`src/rtl/text_cursor_writer_if.sv`:
```
// Byte-stream input and character-buffer write port of the text cursor writer.
// The slave side is the writer itself; the master side is the byte source / observer.
interface text_cursor_writer_if #(
    parameter int COL_W = 7,
    parameter int ROW_W = 5
);
    logic [7:0]       char_i;
    logic             valid_i;
    logic             ready_o;
    logic             wr_en_o;
    logic [COL_W-1:0] col_w_o;
    logic [ROW_W-1:0] row_w_o;
    logic [6:0]       din_o;
    logic [COL_W-1:0] cursor_col_o;
    logic [ROW_W-1:0] cursor_row_o;

    modport slave (
        input  char_i, valid_i,
        output ready_o, wr_en_o, col_w_o, row_w_o, din_o, cursor_col_o, cursor_row_o
    );

    modport master (
        output char_i, valid_i,
        input  ready_o, wr_en_o, col_w_o, row_w_o, din_o, cursor_col_o, cursor_row_o
    );
endinterface

```
`src/rtl/text_cursor_writer.sv`:
```
// Turns a byte stream into character-buffer writes at a hardware cursor,
// handling CR/LF/BS, line and screen wrap, and blanking of rows as they are entered.
module text_cursor_writer #(
    parameter int COLS  = 80,
    parameter int ROWS  = 30,
    parameter int COL_W = 7,
    parameter int ROW_W = 5
) (
    input  logic                clk_i,
    input  logic                rstn_i,
    text_cursor_writer_if.slave bus
);
    // state   | meaning
    // CLR_ALL | blank every cell row-major after reset, ready_o low
    // IDLE    | accept bytes, ready_o high
    // CLR_ROW | blank the row the cursor just entered, ready_o low
    typedef enum logic [1:0] {CLR_ALL, IDLE, CLR_ROW} state_t;

    localparam logic [COL_W-1:0] COL_MAX = COL_W'(COLS - 1);
    localparam logic [ROW_W-1:0] ROW_MAX = ROW_W'(ROWS - 1);
    localparam logic [6:0]       SPACE   = 7'h20;

    state_t           state_q, state_d;
    logic             ready_q, ready_d;
    logic             wr_en_q, wr_en_d;
    logic [COL_W-1:0] col_w_q, col_w_d;
    logic [ROW_W-1:0] row_w_q, row_w_d;
    logic [6:0]       din_q, din_d;
    logic [COL_W-1:0] cur_col_q, cur_col_d;
    logic [ROW_W-1:0] cur_row_q, cur_row_d;
    logic [COL_W-1:0] clr_col_q, clr_col_d;
    logic [ROW_W-1:0] clr_row_q, clr_row_d;
    logic             clr_last_q, clr_last_d;
    logic [ROW_W-1:0] row_next;
    logic [7:0]       ch;

    assign ch       = bus.char_i;
    assign row_next = (cur_row_q == ROW_MAX) ? '0 : cur_row_q + ROW_W'(1);

    always_comb begin
        state_d    = state_q;
        ready_d    = ready_q;
        wr_en_d    = 1'b0;
        col_w_d    = col_w_q;
        row_w_d    = row_w_q;
        din_d      = din_q;
        cur_col_d  = cur_col_q;
        cur_row_d  = cur_row_q;
        clr_col_d  = clr_col_q;
        clr_row_d  = clr_row_q;
        clr_last_d = clr_last_q;
        case (state_q)
            CLR_ALL, CLR_ROW: begin
                // clr_last_q marks that the final strobe already went out
                if (clr_last_q) begin
                    state_d    = IDLE;
                    ready_d    = 1'b1;
                    clr_last_d = 1'b0;
                end else begin
                    wr_en_d = 1'b1;
                    col_w_d = clr_col_q;
                    row_w_d = clr_row_q;
                    din_d   = SPACE;
                    if (clr_col_q == COL_MAX) begin
                        clr_col_d = '0;
                        if (state_q == CLR_ROW || clr_row_q == ROW_MAX)
                            clr_last_d = 1'b1;
                        else
                            clr_row_d = clr_row_q + ROW_W'(1);
                    end else begin
                        clr_col_d = clr_col_q + COL_W'(1);
                    end
                end
            end
            IDLE: begin
                if (bus.valid_i && ready_q) begin
                    if (ch[7]) begin
                        // non-ASCII: consumed without effect
                    end else if (ch >= 8'h20 && ch <= 8'h7E) begin
                        wr_en_d = 1'b1;
                        col_w_d = cur_col_q;
                        row_w_d = cur_row_q;
                        din_d   = ch[6:0];
                        if (cur_col_q == COL_MAX) begin
                            cur_col_d  = '0;
                            cur_row_d  = row_next;
                            clr_col_d  = '0;
                            clr_row_d  = row_next;
                            clr_last_d = 1'b0;
                            state_d    = CLR_ROW;
                            ready_d    = 1'b0;
                        end else begin
                            cur_col_d = cur_col_q + COL_W'(1);
                        end
                    end else if (ch == 8'h0D) begin
                        cur_col_d = '0;
                    end else if (ch == 8'h0A) begin
                        // LF issues the first blanking strobe itself, saving a cycle
                        cur_col_d = '0;
                        cur_row_d = row_next;
                        wr_en_d   = 1'b1;
                        col_w_d   = '0;
                        row_w_d   = row_next;
                        din_d     = SPACE;
                        clr_row_d = row_next;
                        state_d   = CLR_ROW;
                        ready_d   = 1'b0;
                        if (COL_MAX == '0) begin
                            clr_col_d  = '0;
                            clr_last_d = 1'b1;
                        end else begin
                            clr_col_d  = COL_W'(1);
                            clr_last_d = 1'b0;
                        end
                    end else if (ch == 8'h08) begin
                        if (cur_col_q != '0) begin
                            cur_col_d = cur_col_q - COL_W'(1);
                            wr_en_d   = 1'b1;
                            col_w_d   = cur_col_q - COL_W'(1);
                            row_w_d   = cur_row_q;
                            din_d     = SPACE;
                        end
                    end
                end
            end
            default: begin
                state_d = CLR_ALL;
                ready_d = 1'b0;
            end
        endcase
    end

    always_ff @(posedge clk_i) begin
        if (!rstn_i) begin
            state_q    <= CLR_ALL;
            ready_q    <= 1'b0;
            wr_en_q    <= 1'b0;
            col_w_q    <= '0;
            row_w_q    <= '0;
            din_q      <= '0;
            cur_col_q  <= '0;
            cur_row_q  <= '0;
            clr_col_q  <= '0;
            clr_row_q  <= '0;
            clr_last_q <= 1'b0;
        end else begin
            state_q    <= state_d;
            ready_q    <= ready_d;
            wr_en_q    <= wr_en_d;
            col_w_q    <= col_w_d;
            row_w_q    <= row_w_d;
            din_q      <= din_d;
            cur_col_q  <= cur_col_d;
            cur_row_q  <= cur_row_d;
            clr_col_q  <= clr_col_d;
            clr_row_q  <= clr_row_d;
            clr_last_q <= clr_last_d;
        end
    end

    assign bus.ready_o      = ready_q;
    assign bus.wr_en_o      = wr_en_q;
    assign bus.col_w_o      = col_w_q;
    assign bus.row_w_o      = row_w_q;
    assign bus.din_o        = din_q;
    assign bus.cursor_col_o = cur_col_q;
    assign bus.cursor_row_o = cur_row_q;
endmodule

```
`src/flat_wrapper.sv`:
```
// flat-port wrapper written by rule: the top's interface ports become plain ports
module text_cursor_writer_flat 
#(
    parameter int COLS  = 80,
    parameter int ROWS  = 30,
    parameter int COL_W = 7,
    parameter int ROW_W = 5
)
  (clk_i, rstn_i, bus_char_i, bus_valid_i, bus_ready_o, bus_wr_en_o, bus_col_w_o, bus_row_w_o, bus_din_o, bus_cursor_col_o, bus_cursor_row_o);
  text_cursor_writer_if #(.COL_W(COL_W), .ROW_W(ROW_W)) bus_i ();
  input  logic clk_i;
  input  logic rstn_i;
  input wire logic [$bits(bus_i.char_i)-1:0] bus_char_i;
  input wire logic [$bits(bus_i.valid_i)-1:0] bus_valid_i;
  output wire logic [$bits(bus_i.ready_o)-1:0] bus_ready_o;
  output wire logic [$bits(bus_i.wr_en_o)-1:0] bus_wr_en_o;
  output wire logic [$bits(bus_i.col_w_o)-1:0] bus_col_w_o;
  output wire logic [$bits(bus_i.row_w_o)-1:0] bus_row_w_o;
  output wire logic [$bits(bus_i.din_o)-1:0] bus_din_o;
  output wire logic [$bits(bus_i.cursor_col_o)-1:0] bus_cursor_col_o;
  output wire logic [$bits(bus_i.cursor_row_o)-1:0] bus_cursor_row_o;
  assign bus_i.char_i = bus_char_i;
  assign bus_i.valid_i = bus_valid_i;
  assign bus_ready_o = bus_i.ready_o;
  assign bus_wr_en_o = bus_i.wr_en_o;
  assign bus_col_w_o = bus_i.col_w_o;
  assign bus_row_w_o = bus_i.row_w_o;
  assign bus_din_o = bus_i.din_o;
  assign bus_cursor_col_o = bus_i.cursor_col_o;
  assign bus_cursor_row_o = bus_i.cursor_row_o;
  text_cursor_writer #(.COLS(COLS), .ROWS(ROWS), .COL_W(COL_W), .ROW_W(ROW_W)) u_core (.clk_i(clk_i), .rstn_i(rstn_i), .bus(bus_i));
endmodule
```
`config.mk`:
```
export PLATFORM = sky130hd
export DESIGN_NAME = text_cursor_writer_flat
export DESIGN_NICKNAME = d
export VERILOG_FILES = /design/src/rtl/text_cursor_writer_if.sv /design/src/rtl/text_cursor_writer.sv /design/src/flat_wrapper.sv
export SDC_FILE = /design/constraint.sdc
export NUM_CORES = 1
export LEC_CHECK = 0
export BUFFER_PORTS_ARGS = -buffer_cell sky130_fd_sc_hd__buf_2
export CAP_MARGIN = 15
export CORE_MARGIN = 5
export CORE_UTILIZATION = 45
export CTS_CLUSTER_SIZE = 10
export DETAILED_ROUTE_END_ITERATION = 6
export GPL_ROUTABILITY_DRIVEN = 0
export MAX_ROUTING_LAYER = met4
export PLACE_DENSITY = 0.67
export SYNTH_ARGS = -nofsm -noshare
export SYNTH_HDL_FRONTEND = slang
export SYNTH_SLANG_ARGS = --single-unit
export TNS_END_PERCENT = 50
```
`constraint.sdc`:
```
create_clock -name clk_i -period 5.2 [get_ports clk_i]
set_clock_uncertainty 0.1 [all_clocks]
set_input_delay 1.04 -clock clk_i [delete_from_list [all_inputs] [get_ports clk_i]]
set_output_delay 1.04 -clock clk_i [all_outputs]
set_load 0.005 [all_outputs]
```
==> flow_summary.yaml, run 1 <==
clock_tree:
  clockBufferDepth: 2
  cts_sinks: 48
  cts_root_buf: "clkbuf_8"
  clock_latency_ns: 0.30
  htreeDepth: 2
  cts_resized: 0
  cts_made_buffers: 5
  clk_pin_slew_ns: 0.10
  cts_post_setup_buffers_inserted: 0
  tritoncts: "yes"
  cts_hold_buffers: 0
drt:
  wirelength_mm: 8.14
  via_count: 2903
  drt_iter0_drc: 205
  post_drt_wl_per_cell_um: 17.0
  postRouteAntennaNets: 0
  avgViaCountPerCell: 6.06
  first_pass_iters: 4
  drc: 0
setup_path:
  r2r_slack_ns: 2.43
  slowest_delay_ns: 0.59
  crit_path_start_kind: "input port"
  cpMaxStageDelayCell: "or4b_4"
  endpoint_kind: "register"
  critical_path.top_delay_family: "simple AND/OR/NAND/NOR gates"
  critPathBufInv: 2
  worstPathMaxFanout: 19
  worstPathArrival_ns: 3.29
  critPathKind: "input port to register"
  cp.required_ns: 5.30
  path_cells: "buf_2 -> or4b_4 -> nor3_4 -> buf_4 -> a41oi_4 -> a21o_1 -> or2_1 -> o211a_1"
timing:
  relSlewSlack_pct: 40.0
  worst_pin_slew_ns: 0.899
  rsz0062_at_grt: "no"
  setup_viol: 0
  slew_viol_final: 0
  fmax_ghz: 0.313
  finalSetupTns_ns: 0
  final.min_clock_period_ns: 3.19
  fin_crit_sh_pct: 61.4
  hold_viol_final: 0
final_layout:
  multi_input_area_um2: 1890
  drive_above_1_share_pct: 16.9
  layout_common_cells: "dfxtp_1, buf_2, nand2_1"
  fill_cells: 639
  seq_area_um2: 961
  nets: 420
  finalNonFillerCells: 479
  syn_to_final_growth_pct: 12.0
  n_antenna_cell: 0
  final_core_util_pct: 52.3
  final_common_cell: "dfxtp_1"
floorplanning:
  die_x_um: 91.4
  fp-row-count: 29
  initial_core_util_pct: 46.7
  io_pins: 44
  die_h_um: 91.4
  core_area_um2: 6390
  die_area_um2: 8350
power:
  intPower_mw: 0.530
  power.density_nw_per_um2: 208
  p_sw_mw: 0.165
  total_power_mw: 0.696
  p_comb_share_pct: 6.1
  power.leakage_nw: 1.31
  pwr-share-seq_pct: 53.8
  worst_ir_drop_vdd_mv: 0.138
  switching_share_pct: 23.8
  pwr-share-clk_pct: 40.0
yosys:
  async_flop_share_pct: 0
  synth_ff_type: "dfxtp_1"
  avgSynthCellArea_um2: 7.97
  synth-seq-area-share_pct: 32.2
  synth-seq-cells: 48
  synthTopCellsByArea: "dfxtp_1, o21ai_0, nand2_1"
  synth_cells: 374
  ys.warnings.count: 0
  yosys.area.top_type: "dfxtp_1"
  syn-num-nets: 393
  netlist.area_leader.share_pct: 32.2
  synthDistinctLibCells: 60
  syn_area_um2: 2980
  synth_edf_count: 0
global_routing:
  grt_max_degree: 58
  antenna_found_initial: 0
  track_usage_pct: 20.0
  grt_pass1_vias: 2675
  grt.overflow.total: 0
  grt_pass1_wl_mm: 13.7
place:
  dpl.hpwl_mm: 5.55
  place_inst: 469
  numPortBuffers: 43
outcome:
  status: "finished clean"
flow_run:
  cap_violations: 0
min_path:
  hp-class: "register to register"
[power groups by stage]
stage | Combinational [mW] | Clock (mW) | Sequential, mW
after floorplan | 0.0272 | 0 | 0.383
after global placement | 0.0416 | 0 | 0.383
after detailed placement | 0.0421 | 0 | 0.383
after CTS | 0.0424 | 0.284 | 0.374
after global routing | 0.0473 | 0.299 | 0.375
final | 0.0427 | 0.279 | 0.374
[worst min-delay path, delay by kind of cell, from the launching register on]
| family | cells | cell delay [ns] |
|---|---|---|
| AND/OR/NAND/NOR | 1 | 0.04 |
| AO/OA/AOI/OAI | 1 | 0.06 |
| flip-flops | 1 | 0.32 |
[cells in the mapped netlist, types with 10 or more instances]
library cell and instances:
a21boi_0 15, a21oi_1 14, clkbuf_1 20, dfxtp_1 48, nand2_1 37, nand3_1 24, nor2_1 25, nor2b_1 12
o211ai_1 10, o21ai_0 31
[state kept, by name (all words and copies together) (netlist names)]
signal / cells
u_core.bus.col_w_o: 7
u_core.bus.cursor_col_o: 7
u_core.bus.din_o: 7
u_core.clr_col_q: 7
u_core.bus.cursor_row_o: 5
u_core.bus.row_w_o: 5
u_core.clr_row_q: 5
u_core.state_q: 2
u_core.bus.ready_o: 1
u_core.bus.wr_en_o: 1
u_core.clr_last_q: 1
[logic make-up after synthesis]
family | share of synthesized area [%]
flip-flops | 32.2
buffers and inverters | 4.83
AND/OR/NAND/NOR | 25.9
multiplexers | 2.69
AO/OA/AOI/OAI | 29.6
adder cells (fa/ha/maj) | 3.36
XOR/XNOR | 1.47
[routing by layer]
metal	part of all wire (%)	up-vias	global-route usage [%]
met5	0	-	-
met4	0.98	0	4.52
met3	5.9	7	3.80
met2	49	86	32.3
met1	44	1371	26.0
li1	-	1439	-
[area by class of cell]
type / instances / share of cell area [%]
Clock inverter: 3 / 1.27
Multi-Input combinational cell: 291 / 56.4
Tap cell: 77 / 2.88
Inverter: 8 / 0.899
Timing Repair Buffer: 47 / 7.68
Sequential cell: 48 / 28.8
Clock buffer: 5 / 2.06
[per-stage QoR]
stage | hold WS [ns] | worst slack [ns] | instance area (µm²)
after CTS | 0.370 | 1.91 | 3310
final | 0.367 | 2.01 | 3340
after floorplan | 0.357 | 2.15 | 2980
after global routing | 0.393 | 1.90 | 3340
after detailed placement | 0.356 | 1.60 | 3200
after global placement | 0.353 | 1.72 | 3200
[worst paths after layout]
| kind | start | end | cells after the start |
|---|---|---|---|
| worst min register to register | u_core.bus.col_w_o[6] | u_core.bus.col_w_o[6] | 2 |
| worst max register to register | u_core.state_q[0] | u_core.clr_row_q[1] | 6 |
| worst max-delay path | bus_char_i[5] | u_core.clr_row_q[1] | 8 |
| worst min-delay path | u_core.bus.col_w_o[6] | u_core.bus.col_w_o[6] | 2 |
No activity file was read; power rests on OpenSTA's default activity.
==> inputs of run 2 (changes only) <==
Settings changed: ABC_AREA set to 1, PLACE_DENSITY 0.67 to 0.69.
Clock period 5.2 ns to 2.7 ns, I/O delays scaled along.
==> run 2 against run 1 <==
  * Synthesized cell count up 39%
  * Sequential power up 110%
  * Combinational power rose to 11 times the previous value
  * Clock-buffer cell count unchanged
  * Via count up 15%
  * Hold slack better by 0.011 ns
  * Clock power up 50%
  * Final cell count up 37%
  * Flip-flop and latch count unchanged
==> flow_summary.yaml, run 2 <==
outcome:
  status: "finished clean"
floorplanning:
  fp-row-count: 30
  core_area_um2: 6830
  io_pins: 44
  die_h_um: 94.1
  die_area_um2: 8860
  die_x_um: 94.1
  initial_core_util_pct: 46.6
yosys:
  synth_edf_count: 0
  ys.warnings.count: 0
  synthTopCellsByArea: "dfxtp_1, nand2_1, nor2_1"
  synth.most_common_cell: "nand2_1"
  synth_cells: 521
  synthDistinctLibCells: 31
  synth-seq-area-share_pct: 30.2
  syn-num-nets: 540
  ys_top_cells_by_count: "nand2_1, nor2_1, dfxtp_1"
  async_flop_share_pct: 0
  avgSynthCellArea_um2: 6.11
  netlist.area_leader.share_pct: 30.2
  synth-seq-cells: 48
  synth_ff_type: "dfxtp_1"
  syn_area_um2: 3180
  yosys.area.top_type: "dfxtp_1"
final_layout:
  drive_above_1_share_pct: 13.8
  fill_cells: 740
  layout_common_cells: "nand2_1, nor2_1, dfxtp_1"
  syn_to_final_growth_pct: 11.5
  final_common_cell: "nand2_1"
  nets: 578
  n_antenna_cell: 0
drt:
  wirelength_mm: 8.19
  first_pass_iters: 5
  post_drt_wl_per_cell_um: 12.5
  avgViaCountPerCell: 5.10
  drt_iter0_drc: 189
  postRouteAntennaNets: 0
  via_count: 3340
  drc: 0
timing:
  rsz0062_at_grt: "no"
  worst_pin_slew_ns: 0.660
  fmax_ghz: 0.447
  setup_viol: 0
  fin_crit_sh_pct: 82.9
  hold_viol_final: 0
  final.min_clock_period_ns: 2.24
  relSlewSlack_pct: 55.6
  finalSetupTns_ns: 0
  slew_viol_final: 0
setup_path:
  critPathKind: "register to register"
  worstPathMaxFanout: 15
  cp.required_ns: 2.79
  cpMaxStageDelayCell: "dfxtp_1"
  path_cells: "inv_1 -> nand2_2 -> inv_1 -> o21ai_0 -> nand2_1 -> nand2_1 -> nand3_2 -> o21ai_0 -> nor2_1"
  worstPathArrival_ns: 2.33
  crit_path_start_kind: "register"
  slowest_delay_ns: 0.41
  endpoint_kind: "register"
flow_run:
  cap_violations: 0
power:
  switching_share_pct: 33.9
  pwr-share-clk_pct: 25.0
  power.density_nw_per_um2: 472
  worst_ir_drop_vdd_mv: 0.255
  intPower_mw: 1.11
  total_power_mw: 1.68
  p_comb_share_pct: 27.2
  p_sw_mw: 0.568
  pwr-share-seq_pct: 47.9
  power.leakage_nw: 1.82
clock_tree:
  clock_latency_ns: 0.30
  htreeDepth: 2
  clockBufferDepth: 2
  cts_hold_buffers: 0
  cts_made_buffers: 5
  cts_resized: 0
  cts_root_buf: "clkbuf_8"
  tritoncts: "yes"
  cts_post_setup_buffers_inserted: 0
  clk_pin_slew_ns: 0.08
  cts_sinks: 48
global_routing:
  grt.overflow.total: 0
  track_usage_pct: 19.7
  antenna_found_initial: 0
  grt_max_degree: 25
  grt_pass1_wl_mm: 13.7
  grt_pass1_vias: 3053
place:
  numPortBuffers: 43
  dpl.hpwl_mm: 6.22
min_path:
  hp-class: "register to register"
==> run 2: changes by cell type after synthesis, moves of 15 or more <==
cell	change
nand4_1	+17
nor2_1	+70
nand2_1	+120
inv_1	+37
a21boi_0	-15
clkbuf_1	-15
==> run 2: cell type report <==
class | count | area, µm² | share of cell area [%]
clock inverter | 2 | 12.5 | 0.352
inverter | 49 | 186 | 5.25
timing repair buffer | 51 | 275 | 7.75
sequential | 48 | 961 | 27.1
clock buffer | 5 | 68.8 | 1.94
tap | 96 | 120 | 3.38
multi-input combinational | 404 | 1930 | 54.3
==> run 2: cell families (layout without fill, tap and decap cells) <==
| kind of cell | Yosys count | after routing | share of synthesized area [%] |
|---|---|---|---|
| DFF | 48 | 48 | 30.2 |
| xor gates and xnor gates | 8 | 8 | 2.20 |
| muxes | 1 | 1 | 0.314 |
| and+or+nand+nor | 328 | 328 | 45.0 |
| adders and majority gates | 8 | 8 | 3.14 |
| AOI/OAI and AO/OA | 59 | 59 | 9.90 |
| buffers and inverters | 69 | 107 | 9.31 |
==> run 2: final timing paths <==
check / start / endpoint / slack (ns) / depth (start not counted)
max reg2reg: u_core.state_q[1] / u_core.clr_col_q[6] / 0.46 / 9
min reg2reg: u_core.bus.col_w_o[5] / u_core.bus.col_w_o[5] / 0.38 / 2
min: u_core.bus.col_w_o[5] / u_core.bus.col_w_o[5] / 0.38 / 2
max: u_core.state_q[1] / u_core.clr_col_q[6] / 0.46 / 9
==> run 2: power by group through the flow <==
stage	clock, mW	sequential, mW	combinational [mW]
2_1_floorplan	0	0.821	0.324
3_3_place_gp	0	0.818	0.452
3_5_place_dp	0	0.819	0.458
4_1_cts	0.439	0.803	0.459
5_1_grt	0.464	0.812	0.523
6_report	0.418	0.802	0.456
==> run 2: layer usage <==
layer  GRT usage (%)  vias to the layer above  part of all wire, %
li1                -                     1729                    -
met1            22.7                     1497                   44
met2            34.1                      104                   50
met3            3.37                       10                  4.6
met4            7.10                        0                  1.6
met5               -                        -                    0
==> run 2: stage by stage <==
step / util (%) / hold WS, ns / setup slack [ns] / instances / area, µm²
global placement: 50.8 / 0.357 / 0.384 / 648 / 3470
detailed placement: 50.8 / 0.367 / 0.272 / 648 / 3470
floorplan: - / 0.368 / 0.954 / 521 / 3180
finish: 52.0 / 0.378 / 0.462 / 655 / 3550
global route: 52.0 / 0.409 / 0.270 / 655 / 3550
CTS: 52.0 / 0.385 / 0.528 / 655 / 3550
==> run 2: critical path, delay by kind of cell (launching register included) <==
| family | cells | cell delay (ns) |
|---|---|---|
| compound gates | 2 | 0.42 |
| flops | 1 | 0.41 |
| buf+inv | 2 | 0.34 |
| simple gates | 5 | 0.86 |
==> inputs of run 3 (changes only) <==
Settings changed: PLACE_DENSITY 0.69 to 0.67.
Clock period 2.7 ns to 2.2 ns, I/O delays scaled along.
==> run 3 against run 2 <==
  * Sequential share of layout area fell by 0.69 points
  * Register-to-register slack worse by 0.14 ns
  * Setup slack worse by 0.14 ns
  * Global-route usage rose by 0.30 points
  * Critical path type unchanged
  * Sequential power rose by 23%
  * Combinational power is 26% higher
  * Largest power group unchanged
==> flow_summary.yaml, run 3 (synthesis gave the netlist of run 2 again) <==
place:
  numPortBuffers: 43
  dpl_cell_area_um2: 3540
  dpl.hpwl_mm: 6.36
clock_tree:
  tritoncts: "yes"
  clockBufferDepth: 2
  cts_hold_buffers: 0
  clk_pin_slew_ns: 0.09
  clock_latency_ns: 0.31
  cts_root_buf: "clkbuf_8"
  cts_resized: 0
  cts_sinks: 48
  cts_made_buffers: 5
  htreeDepth: 2
  cts_post_setup_buffers_inserted: 0
floorplanning:
  io_pins: 44
  core_area_um2: 6830
  fp-row-count: 30
  die_area_um2: 8860
  die_h_um: 94.1
  die_x_um: 94.1
  initial_core_util_pct: 46.6
drt:
  via_count: 3349
  wirelength_mm: 8.20
  postRouteAntennaNets: 0
  drc: 0
  post_drt_wl_per_cell_um: 12.3
  drt_iter0_drc: 194
  first_pass_iters: 5
  avgViaCountPerCell: 5.03
timing:
  worst_pin_slew_ns: 0.493
  hold_ws_ns: 0.378
  final.min_clock_period_ns: 1.88
  fmax_ghz: 0.533
  slew_viol_final: 0
  setup_viol: 0
  hold_viol_final: 0
  relSlewSlack_pct: 67.1
  fin_crit_sh_pct: 85.3
  finalSetupTns_ns: 0
  rsz0062_at_grt: "no"
power:
  pwr-share-seq_pct: 46.5
  switching_share_pct: 33.3
  intPower_mw: 1.41
  power.leakage_nw: 1.88
  p_sw_mw: 0.706
  pwr-share-clk_pct: 26.4
  p_comb_share_pct: 27.1
  worst_ir_drop_vdd_mv: 0.290
  power.density_nw_per_um2: 582
final_layout:
  layout_common_cells: "nand2_1, nor2_1, dfxtp_1"
  final_area_um2: 3640
  syn_to_final_growth_pct: 14.4
  seq_area_um2: 961
  n_antenna_cell: 0
  drive_above_1_share_pct: 15.4
  fill_cells: 724
  nets: 588
  final_common_cell: "nand2_1"
  multi_input_area_um2: 1930
setup_path:
  reg2reg_from: "u_core.bus.cursor_col_o[0]"
  timing.rr.end: "u_core.bus.cursor_col_o[1]"
  worstPathArrival_ns: 1.98
  rr_worst_depth: 9
  cp.required_ns: 2.30
  critPathKind: "register to register"
  worstPathMaxFanout: 11
  r2r_slack_ns: 0.32
  crit_path_start_kind: "register"
  endpoint_kind: "register"
global_routing:
  track_usage_pct: 20.0
  grt_max_degree: 25
  grt_pass1_wl_mm: 14.0
  grt_pass1_vias: 3100
  antenna_found_initial: 0
  grt.overflow.total: 0
min_path:
  hp-class: "input port to register"
  min-delay-start: "bus_char_i[2]"
  holdPathEnd: "u_core.bus.din_o[2]"
  min_path_cells: 5
flow_run:
  cap_violations: 0
outcome:
  status: "finished clean"
run 3: changes by cell type in the layout (fill, tap and decap cells not counted), sizes merged:
cell	change
clkinv	-1
buf	+10
clkbuf	+2
run 3: worst max-delay path by stage:
stage | cells past startpoint | endpoint | from | slack [ns]
global placement | 9 | u_core.bus.cursor_row_o[0] | bus_char_i[3] | 0.13
detailed placement | 9 | u_core.bus.cursor_row_o[0] | bus_char_i[3] | 0.12
floorplan | 8 | u_core.clr_col_q[6] | u_core.bus.cursor_col_o[0] | 0.48
global route | 8 | u_core.clr_row_q[0] | u_core.clr_col_q[1] | 0.15
finish | 9 | u_core.bus.cursor_col_o[1] | u_core.bus.cursor_col_o[0] | 0.32
CTS | 8 | u_core.bus.cursor_row_o[0] | u_core.state_q[1] | 0.25
run 3: critical path, stage by stage (launching register included):
cell     delay (ns)
dfxtp_1        0.34
buf_4          0.15
inv_1          0.08
ha_1           0.20
nand4_1        0.09
nand2_1        0.14
nand3_2        0.14
nand2_1        0.23
o21ai_0        0.25
nor2_1         0.05
run 3: area by class of cell:
| cell class | instances | area share (%) |
|---|---|---|
| multi-input cells | 404 | 53.0 |
| clock inverters | 1 | 0.206 |
| inverters | 49 | 5.12 |
| flip-flops and latches | 48 | 26.4 |
| well taps | 96 | 3.30 |
| repair buffers | 61 | 9.62 |
| clock buffers | 7 | 2.37 |
run 3: through the flow:
step	instances	total power, mW	setup slack [ns]	utilization [%]
floorplan	521	1.41	0.477	-
global placement	658	1.58	0.133	51.9
detailed placement	658	1.58	0.118	51.9
CTS	666	2.14	0.250	53.3
global route	666	2.28	0.150	53.3
finish	666	2.12	0.324	53.3
run 3: metal layers:
layer	part of all wire (%)	wire length (µm)	track usage (%)
met1	46	3740	24.0
met2	49	4030	34.4
met3	4.2	346	2.96
met4	1.0	84	6.02
met5	0	0	-
run 3: power groups by stage:
stage                     Clock, mW  Combinational (mW)  Sequential [mW]
after floorplan                   0               0.398             1.01
after global placement            0               0.572             1.01
after detailed placement          0               0.576             1.01
after CTS                     0.579               0.578            0.986
after global routing          0.612               0.669            0.995
final                         0.559               0.575            0.986
